File: src/rtl/ahb_apb_bridge_mp.sv
`default_nettype none
// ============================================================================
// ahb_apb_bridge_mp: AHB-Lite slave to NUM_SLV-port APB4 master bridge. Rev 1.0
// ============================================================================
module ahb_apb_bridge_mp #(
    parameter int ADDR_W  = 32,
    parameter int DATA_W  = 32,
    parameter int NUM_SLV = 4,
    parameter int SEL_LSB = 12,
    parameter int TIMEOUT = 255,
    parameter int TO_W    = 8
) (
    input  logic                    HCLK,
    input  logic                    HRESETn,
    input  logic                    HSELAPBif,
    input  logic [1:0]              HTRANS,
    input  logic [2:0]              HSIZE,
    input  logic                    HWRITE,
    input  logic                    HREADYin,
    input  logic [ADDR_W-1:0]       HADDR,
    input  logic [DATA_W-1:0]       HWDATA,
    output logic                    HREADYout,
    output logic [1:0]              HRESP,
    output logic [DATA_W-1:0]       HRDATA,
    output logic [ADDR_W-1:0]       PADDR,
    output logic [NUM_SLV-1:0]      PSEL,
    output logic                    PENABLE,
    output logic                    PWRITE,
    output logic [DATA_W-1:0]       PWDATA,
    output logic [DATA_W/8-1:0]     PSTRB,
    input  logic [NUM_SLV*DATA_W-1:0] PRDATA,
    input  logic [NUM_SLV-1:0]      PREADY,
    input  logic [NUM_SLV-1:0]      PSLVERR
);

    localparam int STRB_W = DATA_W / 8;
    localparam int LANE_W = $clog2(STRB_W);
    localparam int IDX_W  = (NUM_SLV > 1) ? $clog2(NUM_SLV) : 1;
    localparam int SLOTS  = 1 << IDX_W;
    // Bit i set when index value i names an existing slave.
    localparam logic [SLOTS-1:0] SLV_OK  = {SLOTS{1'b1}} >> (SLOTS - NUM_SLV);
    localparam logic [TO_W-1:0]  TO_LAST = TO_W'((TIMEOUT == 0) ? 0 : TIMEOUT - 1);

    typedef enum logic [2:0] {
        IDLE   = 3'd0,
        WDATA  = 3'd1,
        SETUP  = 3'd2,
        ACCESS = 3'd3,
        ERR1   = 3'd4,
        ERR2   = 3'd5
    } state_t;

    state_t              state;
    logic [IDX_W-1:0]    idx_q;
    logic [TO_W-1:0]     cnt;
    logic                valid;
    logic                decode_err;
    logic [IDX_W-1:0]    req_idx;
    logic                sel_ready;
    logic                sel_err;
    logic [DATA_W-1:0]   sel_rdata;
    logic                unused_htrans;

    function automatic logic [LANE_W-1:0] size_mask(input logic [2:0] size);
        return LANE_W'((32'd1 << size) - 32'd1);
    endfunction

    function automatic logic [STRB_W-1:0] lane_strb(input logic [2:0] size,
                                                     input logic [LANE_W-1:0] off);
        logic [STRB_W-1:0] m;
        m = STRB_W'((32'd1 << (32'd1 << size)) - 32'd1);
        return m << off;
    endfunction

    function automatic logic [NUM_SLV-1:0] onehot(input logic [IDX_W-1:0] idx);
        logic [NUM_SLV-1:0] o;
        for (int i = 0; i < NUM_SLV; i++) begin
            o[i] = (idx == IDX_W'(i));
        end
        return o;
    endfunction

    assign unused_htrans = HTRANS[0];
    assign valid         = HSELAPBif & HREADYin & HTRANS[1];
    assign req_idx       = HADDR[SEL_LSB +: IDX_W];
    assign decode_err    = !SLV_OK[req_idx] || (HSIZE > 3'(LANE_W)) ||
                           ((HADDR[LANE_W-1:0] & size_mask(HSIZE)) != '0);

    always_comb begin
        sel_rdata = '0;
        sel_ready = 1'b0;
        sel_err   = 1'b0;
        for (int i = 0; i < NUM_SLV; i++) begin
            if (idx_q == IDX_W'(i)) begin
                sel_rdata = PRDATA[i*DATA_W +: DATA_W];
                sel_ready = PREADY[i];
                sel_err   = PSLVERR[i];
            end
        end
    end

    always_ff @(posedge HCLK or negedge HRESETn) begin
        if (!HRESETn) begin
            state     <= IDLE;
            idx_q     <= '0;
            cnt       <= '0;
            HREADYout <= 1'b1;
            HRESP     <= 2'b00;
            HRDATA    <= '0;
            PADDR     <= '0;
            PSEL      <= '0;
            PENABLE   <= 1'b0;
            PWRITE    <= 1'b0;
            PWDATA    <= '0;
            PSTRB     <= '0;
        end else begin
            case (state)
                // ERR2 is the ready half of the error response, so it accepts like IDLE.
                IDLE, ERR2: begin
                    HRESP     <= 2'b00;
                    HREADYout <= 1'b1;
                    state     <= IDLE;
                    if (valid) begin
                        HREADYout <= 1'b0;
                        if (decode_err) begin
                            HRESP <= 2'b01;
                            state <= ERR1;
                        end else begin
                            idx_q  <= req_idx;
                            PADDR  <= HADDR;
                            PWRITE <= HWRITE;
                            if (HWRITE) begin
                                PSTRB <= lane_strb(HSIZE, HADDR[LANE_W-1:0]);
                                state <= WDATA;
                            end else begin
                                PSTRB <= '0;
                                PSEL  <= onehot(req_idx);
                                cnt   <= '0;
                                state <= SETUP;
                            end
                        end
                    end
                end
                WDATA: begin
                    PWDATA <= HWDATA;
                    PSEL   <= onehot(idx_q);
                    cnt    <= '0;
                    state  <= SETUP;
                end
                SETUP: begin
                    PENABLE <= 1'b1;
                    state   <= ACCESS;
                end
                ACCESS: begin
                    if (sel_ready) begin
                        PSEL    <= '0;
                        PENABLE <= 1'b0;
                        if (sel_err) begin
                            HRESP <= 2'b01;
                            state <= ERR1;
                        end else begin
                            if (!PWRITE) begin
                                HRDATA <= sel_rdata;
                            end
                            HREADYout <= 1'b1;
                            state     <= IDLE;
                        end
                    end else begin
                        cnt <= cnt + TO_W'(1);
                        if ((TIMEOUT != 0) && (cnt == TO_LAST)) begin
                            PSEL    <= '0;
                            PENABLE <= 1'b0;
                            HRESP   <= 2'b01;
                            state   <= ERR1;
                        end
                    end
                end
                ERR1: begin
                    HREADYout <= 1'b1;
                    state     <= ERR2;
                end
                default: begin
                    state <= IDLE;
                end
            endcase
        end
    end

endmodule
`default_nettype wire

File: config.mk
export PLATFORM = sky130hd
export DESIGN_NAME = ahb_apb_bridge_mp
export DESIGN_NICKNAME = d
export VERILOG_FILES = /design/src/rtl/ahb_apb_bridge_mp.sv
export SDC_FILE = /design/constraint.sdc
export NUM_CORES = 1
export LEC_CHECK = 0
export CORE_ASPECT_RATIO = 0.75
export CORE_MARGIN = 5
export CORE_UTILIZATION = 39
export CTS_CLUSTER_SIZE = 10
export DETAILED_ROUTE_END_ITERATION = 10
export PLACE_DENSITY = 0.81
export SKIP_LAST_GASP = 1
export SYNTH_ARGS = -nofsm -noshare
export SYNTH_HDL_FRONTEND = slang
export SYNTH_SLANG_ARGS = --single-unit
File: constraint.sdc
create_clock -name HCLK -period 2.7 [get_ports HCLK]
set_clock_uncertainty 0.15 [all_clocks]
set_input_delay 0.405 -clock HCLK [delete_from_list [all_inputs] [get_ports HCLK]]
set_output_delay 0.405 -clock HCLK [all_outputs]
set_load 0.01 [all_outputs]
==> flow_metrics.py <==
metrics = {
    "final_layout": {
        "fin_util": 0.676,
        "multiInputGateArea_um2": 2650,
        "seqCellArea_um2": 2980,
        "fill_cells": 1027,
        "diodes": 0,
        "final_cells": 928,
        "nNetsFinal": 927,
        "drive_above_1_share": 0.255,
        "syn2layout_area_growth_pct": 69.3,
    },
    "clock_network": {
        "clock_latency_ns": 0.41,
        "clk_pin_slew_ns": 0.06,
        "cts_made_buffers": 17,
        "tritoncts": "built",
        "h-tree-depth": 4,
        "clock_sinks": 119,
        "cts_max_path_buffers": 2,
        "postCtsSetupRepairBufs": 0,
        "clock-root-buffer": "clkbuf_16",
    },
    "critical_path": {
        "cp-end-kind": "primary output",
        "r2r_end": "HRDATA[23]",
        "reg2regPathDepth": 5,
        "crit_buf_inv": 2,
        "critPathMaxFanout": 37,
        "worstSetupPathType": "reg2out",
        "slowest_stage": "clkdlybuf4s50_1",
        "r2r_setup_slack_ns": 0.33,
        "cp.arrival_ns": 1.90,
        "cp_cell_sequence": "buf_4 -> clkdlybuf4s50_1",
        "worstPathRequired_ns": 2.14,
        "startpoint_type": "register",
        "r2r-start": "PADDR[12]",
        "slowest_delay_ns": 0.64,
        "critical_path.top_delay_family": "buffers and inverters",
    },
    "sta": {
        "whs_ns": 0.337,
        "grt_setup_unrepaired": "no",
        "period_needed_ns": 2.45,
        "finalHoldViolations": 0,
        "timing.final.max_slew_violations": 0,
        "fin_crit_sh": 0.909,
        "maxSlewHeadroom": 0.647,
        "timing.final.ws_setup_ns": 0.247,
        "fmaxAchievable_mhz": 408,
        "worst_slew_pin_slew_ns": 0.529,
        "finalSetupViolCount": 0,
    },
    "die": {
        "die_h_um": 115,
        "start_util": 0.399,
        "core_area_um2": 14500,
        "die_w_um": 151,
        "ios": 319,
        "rows": 38,
        "die_area_um2": 17400,
    },
    "route": {
        "route.detailed.wl_per_inst_um": 20.8,
        "wl_met3_mm": 1.58,
        "drc_errors": 0,
        "drt-met1-wl_mm": 7.54,
        "vias": 4658,
        "postRouteAntennaNets": 0,
        "viasPerCell": 5.02,
        "met2_length_mm": 9.94,
        "routed_wl_mm": 19.3,
        "dr.pass1.iters": 4,
        "dr.max_layer_used": "met4",
        "drt-initial-drc-count": 206,
    },
    "grt": {
        "grt_first_pass_wirelength_mm": 28.7,
        "antenna_found_initial": 0,
        "grt_remaining_overflow": 0,
        "groute.usage.overall": 0.217,
        "grt_max_degree": 61,
        "grt_pass1_vias": 5069,
    },
    "synth": {
        "synthTopCellsByArea": "dfrtp_1, mux2_2, mux4_2, mux2_4, o21ai_0",
        "synth_area_um2": 5790,
        "synth.avg_cell_area_um2": 14.8,
        "yosysSeqAreaShare": 0.515,
        "yosysMostFrequentCell": "dfrtp_1",
        "yosys_warnings": 0,
        "ys_top_cells_by_count": "dfrtp_1, mux2_2, mux4_2, mux2_4",
        "synth-async-reset-ratio": 1.00,
        "yosys.area.top_type": "dfrtp_1",
        "synth_top_area_share": 0.510,
        "ys_types": 44,
        "synth_ff_type": "dfrtp_1",
        "synth-edff-count": 0,
        "syn_inst": 391,
        "syn-num-nets": 603,
        "ys_ff_latch": 119,
    },
    "placement": {
        "dp_hpwl_mm": 15.2,
        "post-place-ws_ns": -0.0667,
        "gp_congestion": 0.900,
        "dpl.cell_count": 895,
        "port-buffer-count": 316,
    },
    "worst_hold_path": {
        "hold_end": "PSTRB[0]",
        "min_path_type": "reg2reg",
        "worstHoldStart": "PSTRB[0]",
        "holdPathStages": 2,
    },
    "power_and_ir_drop": {
        "p_total_w": 0.00962,
        "p_int_w": 0.00665,
        "power.density_nw_per_um2": 982,
        "leakagePower_nw": 4.08,
        "swShare": 0.309,
        "p_clk_frac": 0.230,
        "vdd_ir_drop_max_mv": 0.592,
        "comb_power_share": 0.458,
        "p_switching_w": 0.00297,
        "seq_power_share": 0.312,
    },
    "status": {
        "status": "finished, final reports clean",
    },
    "job": {
        "cap_violations": 0,
    },
}
cells in the final DEF (no fill, tap or decap), types with 3 or more instances in the layout:
cell type        synthesis  layout
clkdlybuf4s50_1          0     315
dfrtp_1                118     116
mux2_2                  69      69
mux4_2                  34      34
mux2_4                  30      30
clkbuf_16                0      17
nor2_1                  13      13
o21ai_0                 13      13
nand2_1                 13      12
buf_4                    1      10
a21oi_1                  7       7
inv_1                    6       6
or3_1                    7       6
nand2b_1                 5       5
a31oi_1                  5       5
nor3_1                   4       4
clkinvlp_4               0       4
nand3_1                  3       3
xor2_1                   3       3
nand4_1                  3       3
o31ai_1                  3       3
clkinv_2                 0       3
clkinv_4                 0       3
buf_12                   0       3
area by class of cell:
type	instances	share of cell area
multi-input combinational	241	0.271
sequential	119	0.304
clock inverter	14	0.0155
inverter	6	0.00230
timing repair buffer	330	0.338
tap	200	0.0255
clock buffer	18	0.0438
per-stage QoR:
stage,TNS [ns],area (um2)
2_1_floorplan,0,5790
3_3_place_gp,-2.01,9200
3_5_place_dp,-1.86,9200
4_1_cts,0,9790
5_1_grt,0,9800
6_report,0,9800
state kept, by name (all words and copies together) (netlist names), 3 cells and up:
name and cells:
cnt 8, PSEL 4, state 3, HRDATA 32, PSTRB 4, PADDR 32, PWDATA 32
logic make-up (layout without fill, tap and decap cells):
| group | count (synthesis) | after routing | share of synthesized area |
|---|---|---|---|
| DFF | 119 | 119 | 0.515 |
| adders and majority gates | 2 | 2 | 0.00432 |
| xor gates and xnor gates | 5 | 5 | 0.00757 |
| other | 1 | 1 | 0.000648 |
| buffers and inverters | 31 | 368 | 0.0272 |
| AOI/OAI and AO/OA | 43 | 43 | 0.0484 |
| muxes | 135 | 135 | 0.348 |
| and+or+nand+nor | 55 | 55 | 0.0489 |
per-layer routing:
metal | vias to the layer above | GRT usage
met4 | 0 | 0.0435
met5 | - | 0
met3 | 17 | 0.0754
met1 | 2345 | 0.258
met2 | 167 | 0.388
li1 | 2129 | -
worst max-delay path by stage:
stage / start / cells after the start / end
after floorplan: PADDR[13] / 7 / HRDATA[0]
after CTS: PADDR[12] / 2 / PADDR[12]
after global placement: PSLVERR[3] / 6 / HRDATA[18]
final: PADDR[13] / 2 / PADDR[13]
after global routing: PADDR[12] / 2 / PADDR[12]
after detailed placement: PSLVERR[3] / 6 / HRDATA[18]
power by group through the flow:
stage | Combinational [W] | Sequential (W) | Clock [W]
CTS | 0.00448 | 0.00300 | 0.00225
global route | 0.00469 | 0.00310 | 0.00234
finish | 0.00441 | 0.00300 | 0.00221
detailed placement | 0.00445 | 0.00303 | 0
global placement | 0.00435 | 0.00298 | 0
floorplan | 0.00189 | 0.00328 | 0
worst min-delay path, stage by stage, from the launching register on:
cell,delay [ns]
dfrtp_1,0.34
nand2_1,0.06
o31ai_1,0.05
repair_timing:
action / 4_1_cts / 5_1_grt
endpoints found under the setup margin: 0 / 1
hold buffers: 1 / 0
gates resized for setup: 0 / 1
endpoints found under the hold margin: 37 / 0
Note: power is estimated with default switching activity, not from simulation.
